### src/rtl/patch_stream_reorder.sv
// Raster pixel stream to patch-major element stream via a ping-pong strip buffer; first element
// of a strip is valid the cycle after its last pixel lands, pixel_ready drops while the write bank is still full.
module patch_stream_reorder #(
    parameter int IMAGE_SIZE = 8,
    parameter int PATCH_SIZE = 2,
    parameter int CHANNELS   = 1,
    parameter int PIXEL_W    = 8,
    localparam int NP        = IMAGE_SIZE / PATCH_SIZE,
    localparam int NPATCH    = NP * NP,
    localparam int DW        = CHANNELS * PIXEL_W,
    localparam int PIW       = (NPATCH > 1) ? $clog2(NPATCH) : 1
) (
    input  logic           clk,
    input  logic           rst,
    input  logic           start,
    input  logic [DW-1:0]  pixel_in,
    input  logic           pixel_valid,
    output logic           pixel_ready,
    output logic           ready,
    output logic [DW-1:0]  elem_out,
    output logic           elem_valid,
    input  logic           elem_ready,
    output logic           elem_last,
    output logic [PIW-1:0] patch_idx,
    output logic           frame_last,
    output logic           done
);
    localparam int CW = (IMAGE_SIZE > 1) ? $clog2(IMAGE_SIZE) : 1;
    localparam int RW = (PATCH_SIZE > 1) ? $clog2(PATCH_SIZE) : 1;
    localparam int SW = (NP > 1) ? $clog2(NP) : 1;

    typedef enum logic [1:0] {IDLE, RUN, FLUSH, DONE} state_t;
    state_t state_q, state_d;

    logic [DW-1:0]  mem_q [2][PATCH_SIZE][IMAGE_SIZE];
    logic [1:0]     full_q, full_d;
    logic           wr_bank_q, rd_bank_q;
    logic [CW-1:0]  wr_col_q;
    logic [RW-1:0]  wr_row_q, rd_r_q, rd_c_q;
    logic [SW-1:0]  wr_strip_q, rd_strip_q, rd_pc_q;

    logic [DW-1:0]  elem_out_q;
    logic           elem_valid_q, elem_last_q, frame_last_q, out_rel_q, out_bank_q;
    logic [PIW-1:0] patch_idx_q;

    logic           accept, fill, frame_in_end, out_hs, rd_avail, load;
    logic           rd_patch_end, rd_bank_end;
    logic [CW-1:0]  rd_col;

    assign pixel_ready  = (state_q == IDLE && start) || (state_q == RUN && !full_q[wr_bank_q]);
    assign accept       = pixel_valid && pixel_ready;
    assign fill         = accept && (wr_col_q == CW'(IMAGE_SIZE-1)) && (wr_row_q == RW'(PATCH_SIZE-1));
    assign frame_in_end = fill && (wr_strip_q == SW'(NP-1));
    assign out_hs       = elem_valid_q && elem_ready;
    // A strip completing this cycle may be read immediately: its first element was written long ago.
    assign rd_avail     = full_q[rd_bank_q] || (fill && (wr_bank_q == rd_bank_q));
    assign load         = rd_avail && (!elem_valid_q || elem_ready);
    assign rd_patch_end = (rd_c_q == RW'(PATCH_SIZE-1)) && (rd_r_q == RW'(PATCH_SIZE-1));
    assign rd_bank_end  = rd_patch_end && (rd_pc_q == SW'(NP-1));
    assign rd_col       = CW'(rd_pc_q) * CW'(PATCH_SIZE) + CW'(rd_c_q);

    always_comb begin
        state_d = state_q;
        case (state_q)
            IDLE:    if (start) state_d = RUN;
            RUN:     if (frame_in_end) state_d = FLUSH;
            FLUSH:   if (out_hs && frame_last_q) state_d = DONE;
            DONE:    state_d = IDLE;
            default: state_d = IDLE;
        endcase
    end

    // Release and fill always target different banks, so both may land in one cycle.
    always_comb begin
        full_d = full_q;
        if (out_hs && out_rel_q) full_d[out_bank_q] = 1'b0;
        if (fill) full_d[wr_bank_q] = 1'b1;
    end

    always_ff @(posedge clk) begin
        if (accept) mem_q[wr_bank_q][wr_row_q][wr_col_q] <= pixel_in;
    end

    always_ff @(posedge clk or negedge rst) begin
        if (!rst) begin
            state_q      <= IDLE;
            full_q       <= '0;
            wr_bank_q    <= 1'b0;
            rd_bank_q    <= 1'b0;
            wr_col_q     <= '0;
            wr_row_q     <= '0;
            wr_strip_q   <= '0;
            rd_r_q       <= '0;
            rd_c_q       <= '0;
            rd_pc_q      <= '0;
            rd_strip_q   <= '0;
            elem_out_q   <= '0;
            elem_valid_q <= 1'b0;
            elem_last_q  <= 1'b0;
            frame_last_q <= 1'b0;
            patch_idx_q  <= '0;
            out_rel_q    <= 1'b0;
            out_bank_q   <= 1'b0;
        end else begin
            state_q <= state_d;
            full_q  <= full_d;
            if (accept) begin
                if (wr_col_q == CW'(IMAGE_SIZE-1)) begin
                    wr_col_q <= '0;
                    if (wr_row_q == RW'(PATCH_SIZE-1)) begin
                        wr_row_q   <= '0;
                        wr_bank_q  <= ~wr_bank_q;
                        wr_strip_q <= (wr_strip_q == SW'(NP-1)) ? '0 : wr_strip_q + 1'b1;
                    end else begin
                        wr_row_q <= wr_row_q + 1'b1;
                    end
                end else begin
                    wr_col_q <= wr_col_q + 1'b1;
                end
            end
            if (load) begin
                elem_out_q   <= mem_q[rd_bank_q][rd_r_q][rd_col];
                elem_valid_q <= 1'b1;
                elem_last_q  <= rd_patch_end;
                frame_last_q <= rd_bank_end && (rd_strip_q == SW'(NP-1));
                patch_idx_q  <= PIW'(rd_strip_q) * PIW'(NP) + PIW'(rd_pc_q);
                out_rel_q    <= rd_bank_end;
                out_bank_q   <= rd_bank_q;
                rd_c_q       <= (rd_c_q == RW'(PATCH_SIZE-1)) ? '0 : rd_c_q + 1'b1;
                if (rd_c_q == RW'(PATCH_SIZE-1)) begin
                    rd_r_q <= (rd_r_q == RW'(PATCH_SIZE-1)) ? '0 : rd_r_q + 1'b1;
                    if (rd_bank_end) begin
                        rd_pc_q    <= '0;
                        rd_bank_q  <= ~rd_bank_q;
                        rd_strip_q <= (rd_strip_q == SW'(NP-1)) ? '0 : rd_strip_q + 1'b1;
                    end else if (rd_patch_end) begin
                        rd_pc_q <= rd_pc_q + 1'b1;
                    end
                end
            end else if (out_hs) begin
                elem_valid_q <= 1'b0;
                elem_last_q  <= 1'b0;
                frame_last_q <= 1'b0;
            end
            // Bank pointers restart at 0 each frame even when the strip count is odd.
            if (state_q == DONE) begin
                wr_bank_q <= 1'b0;
                rd_bank_q <= 1'b0;
            end
        end
    end

    assign ready      = (state_q == IDLE);
    assign done       = (state_q == DONE);
    assign elem_out   = elem_out_q;
    assign elem_valid = elem_valid_q;
    assign elem_last  = elem_last_q;
    assign frame_last = frame_last_q;
    assign patch_idx  = patch_idx_q;
endmodule
### config.mk
export PLATFORM = sky130hd
export DESIGN_NAME = patch_stream_reorder
export DESIGN_NICKNAME = d
export VERILOG_FILES = /design/src/rtl/patch_stream_reorder.sv
export SDC_FILE = /design/constraint.sdc
export NUM_CORES = 1
export LEC_CHECK = 0
export ABC_AREA = 1
export ABC_CLOCK_PERIOD_IN_PS = 1900
export BUFFER_PORTS_ARGS = -buffer_cell sky130_fd_sc_hd__buf_2
export CORE_ASPECT_RATIO = 0.6
export CORE_MARGIN = 2
export CORE_UTILIZATION = 35
export CTS_CLUSTER_DIAMETER = 50
export CTS_CLUSTER_SIZE = 28
export DETAILED_ROUTE_END_ITERATION = 6
export PLACE_DENSITY_LB_ADDON = 0.08
export SYNTH_ARGS = -nofsm -noshare
export SYNTH_HDL_FRONTEND = slang
export SYNTH_SLANG_ARGS = --single-unit
### constraint.sdc
create_clock -name clk -period 1.9 [get_ports clk]
set_input_delay 0.38 -clock clk [delete_from_list [all_inputs] [get_ports clk]]
set_output_delay 0.38 -clock clk [all_outputs]
set_load 0.03 [all_outputs]
==> results of run 1 <==
-- critical path, stage by stage (launching register included) --
cell,delay [ps]
dfrtp_1,440
inv_2,80
ha_4,180
nand2_4,60
nand2_4,50
buf_6,120
buf_6,130
-- final cells by class --
| type | instances | area share (%) |
|---|---|---|
| flip-flops and latches | 291 | 56.6 |
| inverters | 24 | 0.603 |
| multi-input cells | 614 | 22.6 |
| clock buffers | 29 | 4.51 |
| repair buffers | 144 | 10.4 |
| well taps | 459 | 3.79 |
| clock inverters | 20 | 1.42 |
-- worst paths after layout --
path	start	slack (ps)	endpoint
max	state_q[0]	-90	pixel_ready
min	elem_ready	240	elem_valid
max reg2reg	state_q[0]	-10	mem_q[0][6]
min reg2reg	patch_idx[1]	480	patch_idx[1]
max in group asynchronous	rst	900	state_q[0]
min in group asynchronous	rst	430	elem_out[7]
-- power groups by stage --
stage	sequential (mW)	combinational, mW	clock, mW
2_1_floorplan	7.94	3.35	0
3_3_place_gp	7.87	6.40	0
3_5_place_dp	7.87	6.39	0
4_1_cts	7.74	6.65	5.67
5_1_grt	7.79	7.54	5.90
6_report	7.75	6.86	5.51
-- kinds of logic after synthesis --
kind of cell / after synthesis / share of synthesized area, %
simple gates: 387 / 13.2
flops: 291 / 71.8
compound gates: 213 / 10.4
buf+inv: 84 / 3.19
fa+ha+maj: 10 / 1.05
xor+xnor: 4 / 0.294
-- registers in the layout, summed over array words and instances (netlist names) --
signal      cells
elem_last       1
elem_out        8
elem_valid      1
frame_last      1
full_q          2
mem_q         256
out_bank_q      1
out_rel_q       1
patch_idx       4
rd_bank_q       1
rd_c_q          1
rd_pc_q         2
rd_r_q          1
rd_strip_q      2
state_q         2
wr_bank_q       1
wr_col_q        3
wr_row_q        1
wr_strip_q      2
-- per-layer routing --
metal  share of wire [%]  vias to the layer above  global-route usage, %
met3                 6.9                       34                   4.77
met4                 1.5                        0                   2.99
met1                  53                     3944                   31.7
met5                   0                        -                      0
met2                  39                      191                   25.2
li1                    -                     3798                      -
-- cell usage after synthesis, drive strengths merged --
cell / n / area (um^2)
a21oi: 3 / 15.0
a22oi: 1 / 7.51
buf: 27 / 166
clkbuf: 33 / 124
clkinv: 3 / 11.3
dfrtp: 35 / 876
edfxtp: 256 / 7690
ha: 10 / 125
inv: 21 / 78.8
nand2: 84 / 325
nand3: 61 / 305
nand4: 2 / 27.5
nor2: 230 / 863
nor3: 8 / 40.0
o211ai: 64 / 480
o21a: 1 / 7.51
o21ai: 143 / 716
o21bai: 1 / 18.8
or2: 2 / 12.5
xor2: 4 / 35.0
-- what timing repair did --
action                                  in CTS  in global routing
buffers inserted                            11                  3
pin swaps                                   14                 26
endpoints found under the setup margin     270                276
hold endpoints to repair                    26                  0
resized for setup                           44                 39
hold buffers                                 1                  0
-- per-stage QoR --
| stage | setup slack [ps] | util [%] | power, mW |
|---|---|---|---|
| 2_1_floorplan | -6.82 | - | 11.3 |
| 3_3_place_gp | -263 | 41.2 | 14.3 |
| 3_5_place_dp | -299 | 41.2 | 14.3 |
| 4_1_cts | -103 | 44.6 | 20.1 |
| 5_1_grt | -146 | 45.0 | 21.2 |
| 6_report | -86.8 | 45.0 | 20.1 |
-- cell usage in the layout, fill, tap and decap left out, types with 3 or more instances in the layout --
cell type	instances
edfxtp_1	256
nor2_1	194
o21ai_0	122
o211ai_1	64
nand2_1	60
buf_4	59
nand3_1	52
buf_12	38
nor2_4	34
dfrtp_1	32
clkbuf_16	27
buf_2	27
nand2_2	21
o21ai_1	20
buf_6	18
inv_1	16
nand3_2	7
ha_1	7
clkinv_1	6
clkinv_8	6
nor3_1	5
xor2_1	4
inv_8	4
inv_6	4
a21oi_1	3
inv_2	3
nand2_4	3
nor3_2	3
ha_4	3
==> out/results.txt, run 1 <==
Starting DRC count in detailed routing - 710
Unique masters post-synth - 27
Total wire length - 33.6 mm
Tcrit/Tclk final - 105%
Reg clk slew, reported paths - 70 ps
Initial Utilization - 35.4%
Largest net degree at the start of global routing - 53
Via density per instance - 5.04
Final setup vio count - 5
Multi-input logic area - 3420 um^2
Crit path kind - reg -> out
#FFs+latches synth - 291
TNS Setup - -98.7 ps
Slew @ Worst Pin - 722 ps
Final Max Tran Viols - 0
Finished Cell Area - 15,100 um^2
Data arrival, critical path - 1610 ps
Worst EP required - 1520 ps
CTS max path bufs - 3
Num CTS Buffers - 27
Hold Crit Depth - 3
Clk root buf - clkbuf_16
Die ar. - 35,600 um^2
Router iterations before antenna repair - 5
Max-slew headroom - 51.9%
GRT Util Overall - 19.2%
Fmax - 503 MHz
Cell Area, Placed - 13,900 um^2
Hold Slack - 244 ps
Initial antenna violation count - 0
Clk_skew - 17.0 ps
Seq/Total Area, Yosys - 71.8%
Layout area overhead - 26.9%
CTS tree - yes
Outcome - complete, but fails checks
Global route overflow - 0
Die H - 147 um
Power share of the sequential group - 38.5%
Worst VDD drop - 838 uV
Max cap viols - 0
LEAKAGE - 5.33 nW
Pwr dens - 1330 nW/um^2
# port buffers - 30
Inst Count DP - 1,518
Post-Syn Instances - 989
Clk sinks - 291
Mean post-synth cell area - 12.1 um^2
Post-route DRC - 0
Final Hold Fails - 0
Fin worst setup slack - -86.8 ps
R2R depth - 9
Final Critical Period - 1990 ps
GP Congestion - 0.819
Vias post-DR - 7,967
Die Wd - 242 um
Worst-path fanout max - 3
Core area - 33,600 um^2
Mapped Nets - 1,012
Register area - 8570 um^2
FP Rows - 52
Switching pwr - 7.43 mW
Synth Cell Area - 11,900 um^2
Filler cells - 3,107
First-pass GRT wire length - 50.7 mm
Combinational power share - 34.1%
Worst setup EP type - output port
Clock Latency Late Sink - 550 ps
Layout Cells excl Fill - 1,581
Crit start category - flop
RSZ-0062 raised after global routing - true
Top-Level Pins - 31
Number of H-tree levels - 1
Failing checks - setup timing
Vias in the first global route - 7,614
Antenna viol nets, final - 0
Min-Delay Path Class - in -> reg
Syn. warnings - 0
Sw Share - 36.9%
Internal power - 12.7 mW
Fin nets - 1,125
Proportion of power drawn by the clock network - 27.4%
Post-DR wirelength/cell - 21.3 um
Hpwl dp - 21.3 mm
Ant diodes - 0
Ratio of cells with drive above 1 in the final layout - 24.5%
(Power assumes the default switching activity.)
==> inputs of run 2 (changes only) <==
- TNS_END_PERCENT: unset -> 1
==> out/results.txt, run 2 (synthesis results as in run 1) <==
Final Hold Fails - 0
Slew @ Worst Pin - 703 ps
CTS max path bufs - 3
Data arrival, critical path - 2430 ps
RSZ-0062 raised after global routing - true
Clock Latency Late Sink - 570 ps
Final Max Tran Viols - 0
Finished Cell Area - 14,800 um^2
GP Congestion - 0.789
Worst-path fanout max - 36
Total wire length - 36.4 mm
Max FFs per register - 256
CP startpoint - rd_bank_q
Largest net degree at the start of global routing - 60
Fmax - 505 MHz
Final setup vio count - 7
Combinational power share - 33.7%
Met3 Wirelength - 2.22 mm
Pwr dens - 1380 nW/um^2
Post-Place Setup Slack - -192 ps
Post-DR wirelength/cell - 23.4 um
Ant diodes - 0
Layout area overhead - 23.9%
Core area - 33,600 um^2
Num CTS Buffers - 25
Starting DRC count in detailed routing - 915
Die Wd - 242 um
Initial antenna violation count - 0
Failing checks - setup timing
CTS tree - yes
Clk root buf - clkbuf_16
LEAKAGE - 5.22 nW
# port buffers - 30
Cell Area, Placed - 13,600 um^2
Max-slew headroom - 53.2%
Worst EP required - 2350 ps
Largest reg by FF count - mem_q
Worst VDD drop - 758 uV
Top-Level Pins - 31
Antenna viol nets, final - 0
Min-delay src - elem_ready
Fin nets - 1,103
Tcrit/Tclk final - 104%
Post-route DRC - 0
Fin worst setup slack - -80.0 ps
Vias in the first global route - 7,576
Leading cell types in the layout, fill and taps excluded - edfxtp_1 (256), nor2_1 (193), o21ai_0 (124)
First-pass GRT wire length - 53.2 mm
Clk_skew - 23.2 ps
Min-Delay Path Class - in -> reg
Outcome - complete, but fails checks
Ratio of cells with drive above 1 in the final layout - 22.8%
Met2 WL - 13.7 mm
Most common cell after layout, fill and taps aside - edfxtp_1
Reg clk slew, reported paths - 90 ps
Crit path kind - reg -> reg
Number of H-tree levels - 1
Router iterations before antenna repair - 5
Power share of the sequential group - 38.2%
Hold Slack - 213 ps
Initial Utilization - 35.4%
Die H - 147 um
Sw Share - 38.0%
Proportion of power drawn by the clock network - 28.1%
WL met1 - 19.8 mm
Worst setup EP type - flop
Final Critical Period - 1980 ps
Via density per instance - 5.17
GRT Util Overall - 20.2%
Crit start category - flop
Global route overflow - 0
Internal power - 12.6 mW
FP Rows - 52
Finished Core Util - 43.9%
Clk sinks - 291
Die ar. - 35,600 um^2
Top layer in use - met4
Switching pwr - 7.72 mW
Hpwl dp - 23.0 mm
Reg-to-Reg Start - rd_bank_q
Vias post-DR - 8,057
Max cap viols - 0
==> run 2: per-layer routing <==
metal | up-vias | GRT usage [%]
met5 | - | 0
met4 | 0 | 3.77
met3 | 44 | 3.58
met2 | 227 | 25.4
met1 | 4043 | 35.1
li1 | 3743 | -
==> run 2: what timing repair did <==
action,in CTS,in global routing
endpoints found under the hold margin,24,0
setup endpoints to repair,275,267
pin swaps,6,18
gates cloned,0,2
gates resized for setup,37,37
buffers inserted,2,2
hold buffers,1,0
==> run 2: power by group through the flow <==
stage	Sequential [mW]	Clock (mW)	Combinational [mW]
finish	7.77	5.71	6.87
global route	7.81	6.01	7.42
CTS	7.78	5.82	6.59
detailed placement	7.90	0	6.42
global placement	7.90	0	6.47
floorplan	7.94	0	3.35
==> run 2: worst max-delay path: stages, from the launching register on <==
cell and delay (ps):
dfrtp_4 530, clkinv_4 120, buf_12 190, o21ai_0 320
o211ai_1 280, nand3_1 160, nand3_1 100, nand3_1 100
nand2_1 50
==> run 2: worst paths after layout <==
check                                    end  slack, ps  depth (start not counted)
max in group asynchronous        elem_out[3]        900                          3
worst max-delay path             elem_out[2]        -80                          8
worst min register to register     elem_last        480                          2
worst min-delay path              elem_valid        210                          3
min in group asynchronous       patch_idx[3]        400                          2
worst max register to register   elem_out[2]        -80                          8
==> run 2: area by class of cell <==
cell class                      count  area (um^2)
Inverter                           24          100
Fill cell                        3132        18900
Clock buffer                       26          629
Sequential cell                   291         8570
Tap cell                          459          574
Multi-Input combinational cell    614         3400
Clock inverter                     20          287
Timing Repair Buffer              124         1210
==> run 2: per-stage QoR <==
stage	power, mW	TNS, ps	instances
after floorplan	11.3	-1050	989
after global placement	14.4	-26820	1505
after detailed placement	14.3	-32590	1505
after CTS	20.2	-506	1554
after global routing	21.2	-7870	1558
final	20.3	-325	1558
==> inputs of run 3 (changes only) <==
--- a/config.mk
+++ b/config.mk
@@ -16,4 +16,5 @@
 export DETAILED_ROUTE_END_ITERATION = 6
 export PLACE_DENSITY_LB_ADDON = 0.08
+export REMOVE_ABC_BUFFERS = 1
 export SYNTH_ARGS = -nofsm -noshare
 export SYNTH_HDL_FRONTEND = slang
==> constraint.sdc (replaced) <==
create_clock -name clk -period 1.9 [get_ports clk]
set_input_delay 0 -clock clk [delete_from_list [all_inputs] [get_ports clk]]
set_output_delay 0 -clock clk [all_outputs]
set_load 0.03 [all_outputs]
==> out/results.txt, run 3 (synthesis results as in run 1) <==
Outcome - complete, but fails checks
Failing checks - setup timing
Crit path kind - reg -> reg
Max cap viols - 0
Number of H-tree levels - 1
TNS Setup - -65.1 ps
Starting DRC count in detailed routing - 750
Fmax - 509 MHz
Total wire length - 35.7 mm
Router iterations before antenna repair - 5
Die ar. - 35,600 um^2
CTS max path bufs - 3
Via density per instance - 5.09
Die Wd - 242 um
Data arrival, critical path - 2470 ps
Fin nets - 1,148
Finished Core Util - 44.4%
Leading cell types in the layout, fill and taps excluded - edfxtp_1 (256), nor2_1 (209), o21ai_0 (118)
Met2 usage in global routing - 27.6%
Clk sinks - 291
LEAKAGE - 5.43 nW
GRT Util Overall - 20.1%
Die H - 147 um
Worst VDD drop - 590 uV
Largest net degree at the start of global routing - 41
Finished Cell Area - 14,900 um^2
Final Hold Fails - 0
Grt met3 use - 3.71%
Post-DR wirelength/cell - 22.2 um
CTS tree - yes
Crit path max-delay cell type - dfrtp_4
Inst Count DP - 1,541
Cell Area, Placed - 13,500 um^2
Post-route DRC - 0
Top-Level Pins - 31
Worst EP required - 2400 ps
Clk root buf - clkbuf_16
GP Congestion - 0.825
Global route overflow - 0
Max-slew headroom - 48.3%
Fin worst setup slack - -65.1 ps
Final setup vio count - 1
Total power - 20.3 mW
Vias in the first global route - 7,940
Largest reg by FF count - mem_q
Worst setup EP type - flop
Antenna viol nets, final - 0
Crit-path cells - buf_12 -> inv_16 -> buf_6 -> nor2_1 -> o211ai_1 -> nand3_1 -> nand3_2 -> nand3_2 -> nand2_1
Largest stage delay, worst path - 520 ps
Final Max Tran Viols - 0
Initial Utilization - 35.4%
Slew @ Worst Pin - 776 ps
Reg clk slew, reported paths - 80 ps
Ratio of cells with drive above 1 in the final layout - 23.6%
Tcrit/Tclk final - 103%
Layout Cells excl Fill - 1,604
Initial antenna violation count - 1
FP Rows - 52
First-pass GRT wire length - 52.7 mm
Final Critical Period - 1970 ps
Hpwl dp - 22.1 mm
Pwr dens - 1360 nW/um^2
Layout area overhead - 25.2%
GR peak layer - met1
Crit start category - flop
# port buffers - 30
Vias post-DR - 8,170
Worst-path fanout max - 9
Min-Delay Path Class - in -> reg
Clk_skew - 15.2 ps
RSZ-0062 raised after global routing - true
Num CTS Buffers - 26
M1 GR Usage - 32.8%
Clock Latency Late Sink - 560 ps
Max FFs per register - 256
Most frequent CP cell - nand3_2
Ant diodes - 0
Core area - 33,600 um^2
Most common cell after layout, fill and taps aside - edfxtp_1
==> run 3: where the power goes <==
group	total, mW	internal, mW	switching (mW)
registers	7.67	7.36	0.310
logic	6.90	2.54	4.36
clock network	5.75	3.01	2.74
total	20.3	12.9	7.40
==> run 3: area by class of cell <==
type                       instances  area [um^2]
timing repair buffer             168         1550
multi-input combinational        614         3190
clock buffer                      27          676
clock inverter                    21          253
fill                            3157        18700
inverter                          24          106
tap                              459          574
sequential                       291         8570
==> run 3: critical path, delay by kind of cell, from the launching register on <==
kind                   cells  cell delay [ps]
AND/OR/NAND/NOR            5              550
buffers and inverters      3              410
flip-flops                 1              520
AO/OA/AOI/OAI              1              420
==> run 3: layer usage <==
metal | share of wire [%] | vias up
met3 | 6.0 | 34
met5 | 0 | -
met1 | 52 | 4085
li1 | - | 3830
met4 | 1.3 | 0
met2 | 40 | 221
==> run 3: path summary, 6_finish.rpt <==
check | cells after the start | slack [ps] | end | start
min in group asynchronous | 4 | 520 | elem_out[0] | rst
min | 2 | 40 | mem_q[0][73] | pixel_in[1]
max | 9 | -70 | elem_out[3] | rd_bank_q
min reg2reg | 2 | 470 | elem_last | elem_last
max in group asynchronous | 4 | 320 | rd_r_q | rst
max reg2reg | 9 | -70 | elem_out[3] | rd_bank_q
==> run 3: through the flow <==
stage / hold WS [ps] / setup WS [ps]
floorplan: -296 / -2610
finish: 36.4 / -65.1
CTS: 22.0 / -12.4
detailed placement: -78.6 / -114
global placement: -71.1 / -38.0
global route: 37.4 / -66.0
==> run 3: timing repair <==
action	4_1_cts	5_1_grt
cloned	1	1
pin swaps	10	38
buffers inserted	5	3
hold buffers	7	0
endpoints found under the setup margin	201	274
endpoints found under the hold margin	60	0
gates resized for setup	28	83
